`config.mk`:
```
export PLATFORM = sky130hd
export DESIGN_NAME = sdram_arbiter
export DESIGN_NICKNAME = d
export VERILOG_FILES = /design/src/rtl/sdram_arbiter.sv
export SDC_FILE = /design/constraint.sdc
export NUM_CORES = 1
export LEC_CHECK = 0
export ABC_AREA = 0
export CORE_MARGIN = 2
export CORE_UTILIZATION = 25
export DETAILED_ROUTE_END_ITERATION = 10
export PLACE_DENSITY = 0.56
export SETUP_SLACK_MARGIN = 0.1
export SLEW_MARGIN = 5
export SYNTH_ARGS = -nofsm -noshare
export SYNTH_HDL_FRONTEND = slang
export SYNTH_SLANG_ARGS = --single-unit
export TNS_END_PERCENT = 10
```
`constraint.sdc`:
```
create_clock -name clk_sys -period 2.4 [get_ports clk_sys]
set_input_delay 0.48 -clock clk_sys [delete_from_list [all_inputs] [get_ports clk_sys]]
set_output_delay 0.48 -clock clk_sys [all_outputs]
set_load 0.005 [all_outputs]
```
`src/rtl/sdram_arbiter.sv`:
```
// Two-port SDRAM arbiter: download writes and cassette reads share one port.
// Define SDRAM_ARB_RR_EN for round-robin arbitration (fixed download priority otherwise).
module sdram_arbiter #(
  parameter int TIMEOUT = 63
) (
  input  logic        clk_sys,
  input  logic        reset,
  input  logic        dl_req,
  input  logic [24:0] dl_addr,
  input  logic [7:0]  dl_data,
  output logic        dl_ack,
  input  logic        cas_req,
  input  logic [24:0] cas_addr,
  output logic        cas_ack,
  output logic [7:0]  cas_data,
  output logic        cas_valid,
  output logic [24:0] mem_addr,
  output logic [7:0]  mem_din,
  output logic        mem_we,
  output logic        mem_rd,
  input  logic [7:0]  mem_dout,
  input  logic        mem_ready,
  output logic        busy,
  output logic        tmo_err
);

  localparam int CW = (TIMEOUT < 64) ? 6 : $clog2(TIMEOUT + 1);
  localparam logic [CW-1:0] CNT_LAST = CW'(TIMEOUT - 1);

  localparam logic [2:0] S_IDLE    = 3'd0;
  localparam logic [2:0] S_WR      = 3'd1;
  localparam logic [2:0] S_RD      = 3'd2;
  localparam logic [2:0] S_WAIT_WR = 3'd3;
  localparam logic [2:0] S_WAIT_RD = 3'd4;

  logic [2:0]    state;
  logic [CW-1:0] cnt;
  logic          idle;
  logic          grant_dl;
  logic          grant_cas;

  assign idle = (state == S_IDLE);

`ifdef SDRAM_ARB_RR_EN
  logic prefer_cas;

  // Pointer favours the port that was not granted last
  always_ff @(posedge clk_sys or posedge reset) begin
    if (reset)
      prefer_cas <= 1'b0;
    else if (grant_dl || grant_cas)
      prefer_cas <= grant_dl;
  end

  assign grant_dl = idle && dl_req && !(cas_req && prefer_cas);
`else
  assign grant_dl = idle && dl_req;
`endif

  assign grant_cas = idle && cas_req && !grant_dl;

  assign mem_we = (state == S_WR);
  assign mem_rd = (state == S_RD);
  assign busy   = !idle;

  always_ff @(posedge clk_sys or posedge reset) begin
    if (reset) begin
      state     <= S_IDLE;
      cnt       <= '0;
      dl_ack    <= 1'b0;
      cas_ack   <= 1'b0;
      cas_valid <= 1'b0;
      cas_data  <= 8'h00;
      mem_addr  <= 25'd0;
      mem_din   <= 8'h00;
      tmo_err   <= 1'b0;
    end else begin
      dl_ack    <= grant_dl;
      cas_ack   <= grant_cas;
      cas_valid <= 1'b0;
      unique case (state)
        S_IDLE: begin
          if (grant_dl) begin
            mem_addr <= dl_addr;
            mem_din  <= dl_data;
            state    <= S_WR;
          end else if (grant_cas) begin
            mem_addr <= cas_addr;
            state    <= S_RD;
          end
        end
        S_WR: begin
          cnt   <= '0;
          state <= S_WAIT_WR;
        end
        S_RD: begin
          cnt   <= '0;
          state <= S_WAIT_RD;
        end
        S_WAIT_WR, S_WAIT_RD: begin
          if (mem_ready) begin
            state <= S_IDLE;
            if (state == S_WAIT_RD) begin
              cas_data  <= mem_dout;
              cas_valid <= 1'b1;
            end
          end else if (cnt == CNT_LAST) begin
            // Abandon; a read still completes with a marker byte
            state   <= S_IDLE;
            tmo_err <= 1'b1;
            if (state == S_WAIT_RD) begin
              cas_data  <= 8'hFF;
              cas_valid <= 1'b1;
            end
          end else begin
            cnt <= cnt + CW'(1);
          end
        end
        default: state <= S_IDLE;
      endcase
    end
  end

endmodule

```
* Word level (Yosys, flattened, before mapping)
Cells that the tools add are included.
** Operators by class
- Multiplexer cells :: 18
- Reduce and logical (&&, ||, !) cells :: 17
- Bitwise operators :: 1
- Eq/ne operators :: 9
- $add $sub $neg :: 1
** Operators by type and width (count)
- $mux W25 :: 2
- $mux W8 :: 4
- $mux W3 :: 4
- $mux W6 :: 2
- $pmux W3 S4 :: 1
- $pmux W6 S2 :: 1
- $reduce_and A3 Y1 :: 3
- $add A6 B1 Y6 const B :: 1
- $eq A3 B2 Y1 const B :: 2
- $eq A6 B6 Y1 const B :: 1
- $reduce_and A2 Y1 :: 3
- $reduce_bool A2 Y1 :: 3
- $mux W1 :: 4
- $ne A2 B2 Y1 const B :: 2
- $reduce_or A2 Y1 :: 2
- $eq A3 B1 Y1 const B :: 1
- $eq A3 B3 Y1 const B :: 1
- $logic_and A1 B1 Y1 :: 3
- $logic_not A3 Y1 :: 1
- $ne A3 B1 Y1 const B :: 1
- $ne A3 B3 Y1 const B :: 1
- $logic_not A1 Y1 :: 2
- $not A1 Y1 :: 1
** Storage, ports and cells
- Flip-flop bits (word level) :: 54
- Logic and storage cells :: 55
- Bits of input ports :: 71
- Output and inout bits :: 48

* Logic depth before layout (Yosys ltp)
- Depth after elaboration :: 7
- Mapped depth :: 7
- Gate-level depth less buffers :: 6

* Worst setup path after synthesis
OpenSTA, ideal clock, no wires.
- Path kind :: reg2reg
- Start :: reg state[2]
- End :: reg mem_din[4]
- Clock period less this slack :: 1.849 ns
- Required time :: 2.275 ns
- Arrival :: 1.725 ns
- Setup slack :: 0.551 ns
- Library setup time :: 0.125 ns
- Buffers on the path :: 3
- Cell stages (with the launch flop) :: 7
- Cell sequence :: dfrtp_1 -> clkbuf_1 -> or3_1 -> buf_2 -> nor2_4 -> buf_4 -> mux2_2
** Between the ends
- Word-level cells in the longest chain between the ends :: 3
** Ends and longest elaborated chain
- start: declaration :: RTL line 36 : logic [2:0] state;
- start signal: assignment :: RTL line 68 : state <= S_IDLE;
- start signal: assignment :: RTL line 86 : state <= S_WR;
- start signal: assignment :: RTL line 89 : state <= S_RD;
- $logic_not A3 Y1 * :: RTL line 42, 81
- $logic_and A1 B1 Y1 :: RTL line 57 : assign grant_dl = idle && dl_req;
- $reduce_and A2 Y1 (no line) *
- end signal: assignment :: RTL line 85 : mem_din <= dl_data;
- end: declaration :: RTL line 18 : output logic [7:0] mem_din,
Every way passes the cells marked *; elsewhere a longest branch is shown, timed or not.
A chain may end at the register's enable or synchronous reset.

* Worst setup path after layout
- Start :: reg state[2]
- End :: out busy
** Between the ends
- Word-level cells in the longest chain between the ends :: 2
** Ends and longest elaborated chain
- $logic_not A3 Y1 :: RTL line 42 : assign idle = (state == S_IDLE);
- $logic_not A1 Y1 :: RTL line 64 : assign busy = !idle;
- end: declaration :: RTL line 23 : output logic busy,
Every way passes these cells.

==> metrics <==
status=finished clean; Tot GR Track Use=11.5%; Post-Syn Nets=294; clock power share=12.1%; Leak Pwr=1.53 nW; maxcap violations=0; Worst setup SP type=flip-flop; number of synthesized flops with an enable pin=0; worst hold slack=0.477 ns; Area Growth Syn to Fin=58.2%; Crit path arrival time=1.75 ns; Worst Setup End Kind=output port; Critical path buffers and inverters=1; layout cells sized above 1=7.99%; commonest non-fill, non-tap cells in the layout=clkdlybuf4s50_1, dfrtp_1, nor2_1; Peak VDD IR=0.000387 V; CTS tree=done; DP HPWL=4.54 mm; RSZ-0062 raised after global routing=false; endpoints failing setup=0; DRC=0; Slew Limit Fails=0; Async S/R FF share, synth=100%; commonest non-fill, non-tap cell in the layout=clkdlybuf4s50_1; synthesized flop and latch total=54; CP top delay family=flip-flops; largest net degree at the start of global routing=51; Die Width=103 um; PwrDens=1080 nW/um^2; Die Ht=103 um; IO Count=119; initial antenna violation count=0; final hold viol count=0; critical path class=reg -> out; Ant. Diodes=0; FMAX=0.449 GHz; Placed Instances=463; Post-Layout Cell Count=471; Critical-path top delay cell=dfrtp_1; cell area after synthesis=2450 um^2; CP Max Fanout=11; CTS max path bufs=2; yosys warns=0; area taken by multi-input logic gates=1000 um^2; WL final=6.26 mm; Nets=410; wire per inst=13.3 um; P_int=0.00278 W; number of global-route vias before repair=2095; Seq/Total Area, Yosys=55.1%; Die ar.=10600 um^2; Iter 0 DRT Violations=53; # rows=36; cell count after synthesis=221; Critical Path RT=1.92 ns; fillers=971; CP cell instances=or3_4 > clkdlybuf4s50_1; DR vias/cell=4.41; Synth cell types=38; DRT Pass-1 Iters=4; Slew HR=69.0%; CP max stage delay=0.50 ns; min cycle time layout=2.23 ns; Routed Antenna Nets=0; gpl congestion=0.820; IO buf count=118; P_sw=0.00141 W; first-pass GRT wire length=9.65 mm; sequential cell area=1350 um^2; share of total power in combinational logic=51.0%; core area=9640 um^2; clk slew on worst S/H paths=0.10 ns; Switching Share=33.6%; GRT overflow=0; Setup Skew=0.00945 ns; sequential group share of total power=36.9%; Num CTS Buffers=5; clock latency on the worst-skew pair=0.30 ns; CTS sink count=54; fin crit share=92.8%; H-Tree Depth=2; Syn Area/Cell=11.1 um^2; via count=2077; setup_tns=0 ns; worst hold path class=reg -> reg; CTS Root Cell=clkbuf_8; ys flop type=dfrtp_1; Initial Util=25.4%; Least-Margin Pin Slew=0.464 ns
==> per-stage QoR <==
step | cell area (um^2) | util (%) | setup slack, ns | power, W
final | 3880 | 40.2 | 0.173 | 0.00419
after floorplan | 2450 | - | 0.551 | 0.00263
after global placement | 3790 | 39.3 | 0.372 | 0.00368
after detailed placement | 3790 | 39.3 | 0.333 | 0.00372
after global routing | 3880 | 40.2 | 0.100 | 0.00453
after CTS | 3880 | 40.2 | 0.146 | 0.00426
==> worst paths after layout <==
kind,from,depth (start not counted),to,slack (ns)
setup / recovery,state[2],2,busy,0.17
setup reg to reg,state[2],4,cnt[2],0.48
hold reg to reg,tmo_err,1,tmo_err,0.48
hold / removal,tmo_err,1,tmo_err,0.48
max in group asynchronous,reset,3,mem_din[2],1.26
min in group asynchronous,reset,2,state[2],0.51
==> what timing repair did <==
| action | in CTS | in global routing |
|---|---|---|
| buffers inserted | 0 | 0 |
| gates resized for setup | 1 | 0 |
| endpoints found under the setup margin | 1 | 0 |
| hold buffers | 0 | 0 |
==> synthesized netlist by cell type, types with 2 or more instances <==
| cell | number | share of area [%] |
|---|---|---|
| nor3b_1 | 2 | 0.61 |
| dfrtp_1 | 54 | 55 |
| o22a_1 | 8 | 2.9 |
| ha_1 | 2 | 1.0 |
| o22ai_1 | 2 | 0.51 |
| o21ai_0 | 2 | 0.41 |
| a2bb2oi_1 | 2 | 0.71 |
| buf_4 | 3 | 0.92 |
| inv_1 | 7 | 1.1 |
| or3_1 | 3 | 0.77 |
| nor2_1 | 29 | 4.4 |
| buf_6 | 2 | 0.92 |
| mux2_2 | 8 | 3.7 |
| nand3_1 | 9 | 1.8 |
| and3_1 | 3 | 0.77 |
| clkbuf_1 | 8 | 1.2 |
| nand2_1 | 5 | 0.77 |
| mux2i_1 | 25 | 10 |
| a21oi_1 | 28 | 5.7 |
==> kinds of logic (layout without fill, tap and decap cells) <==
logic type / Yosys count / count (layout) / share of synthesized area [%]
AOI/OAI and AO/OA: 51 / 51 / 13.6
adders and majority gates: 2 / 2 / 1.02
buffers and inverters: 21 / 138 / 4.34
DFF: 54 / 54 / 55.1
muxes: 33 / 33 / 13.9
and+or+nand+nor: 60 / 60 / 12.1
==> cell type report <==
type                    instances  share of cell area [%]
repair buffers                123                    32.1
multi-input cells             146                    25.9
clock inverters                 2                   0.355
inverters                       7                   0.677
well taps                     133                    4.29
flip-flops and latches         54                    34.8
clock buffers                   6                    1.87
==> state kept, by name, indices dropped and copies added, names as in the netlist <==
register   flops
cas_ack        1
cas_data       8
cas_valid      1
cnt            6
dl_ack         1
mem_addr      25
mem_din        8
state          3
tmo_err        1
==> per-layer routing <==
metal | GRT usage (%) | share of wire, % | vias to the layer above
met4 | 4.05 | 1.0 | 0
li1 | - | - | 1013
met3 | 2.71 | 7.3 | 5
met1 | 14.4 | 45 | 982
met5 | 0 | 0 | -
met2 | 19.5 | 46 | 77
==> power groups by stage <==
stage	logic, W	clock network [W]	registers, W
after floorplan	0.00110	0	0.00154
after global placement	0.00212	0	0.00156
after detailed placement	0.00216	0	0.00156
after CTS	0.00217	0.000535	0.00155
after global routing	0.00236	0.000563	0.00160
final	0.00214	0.000506	0.00155
Power figures use the tool's default switching activity.
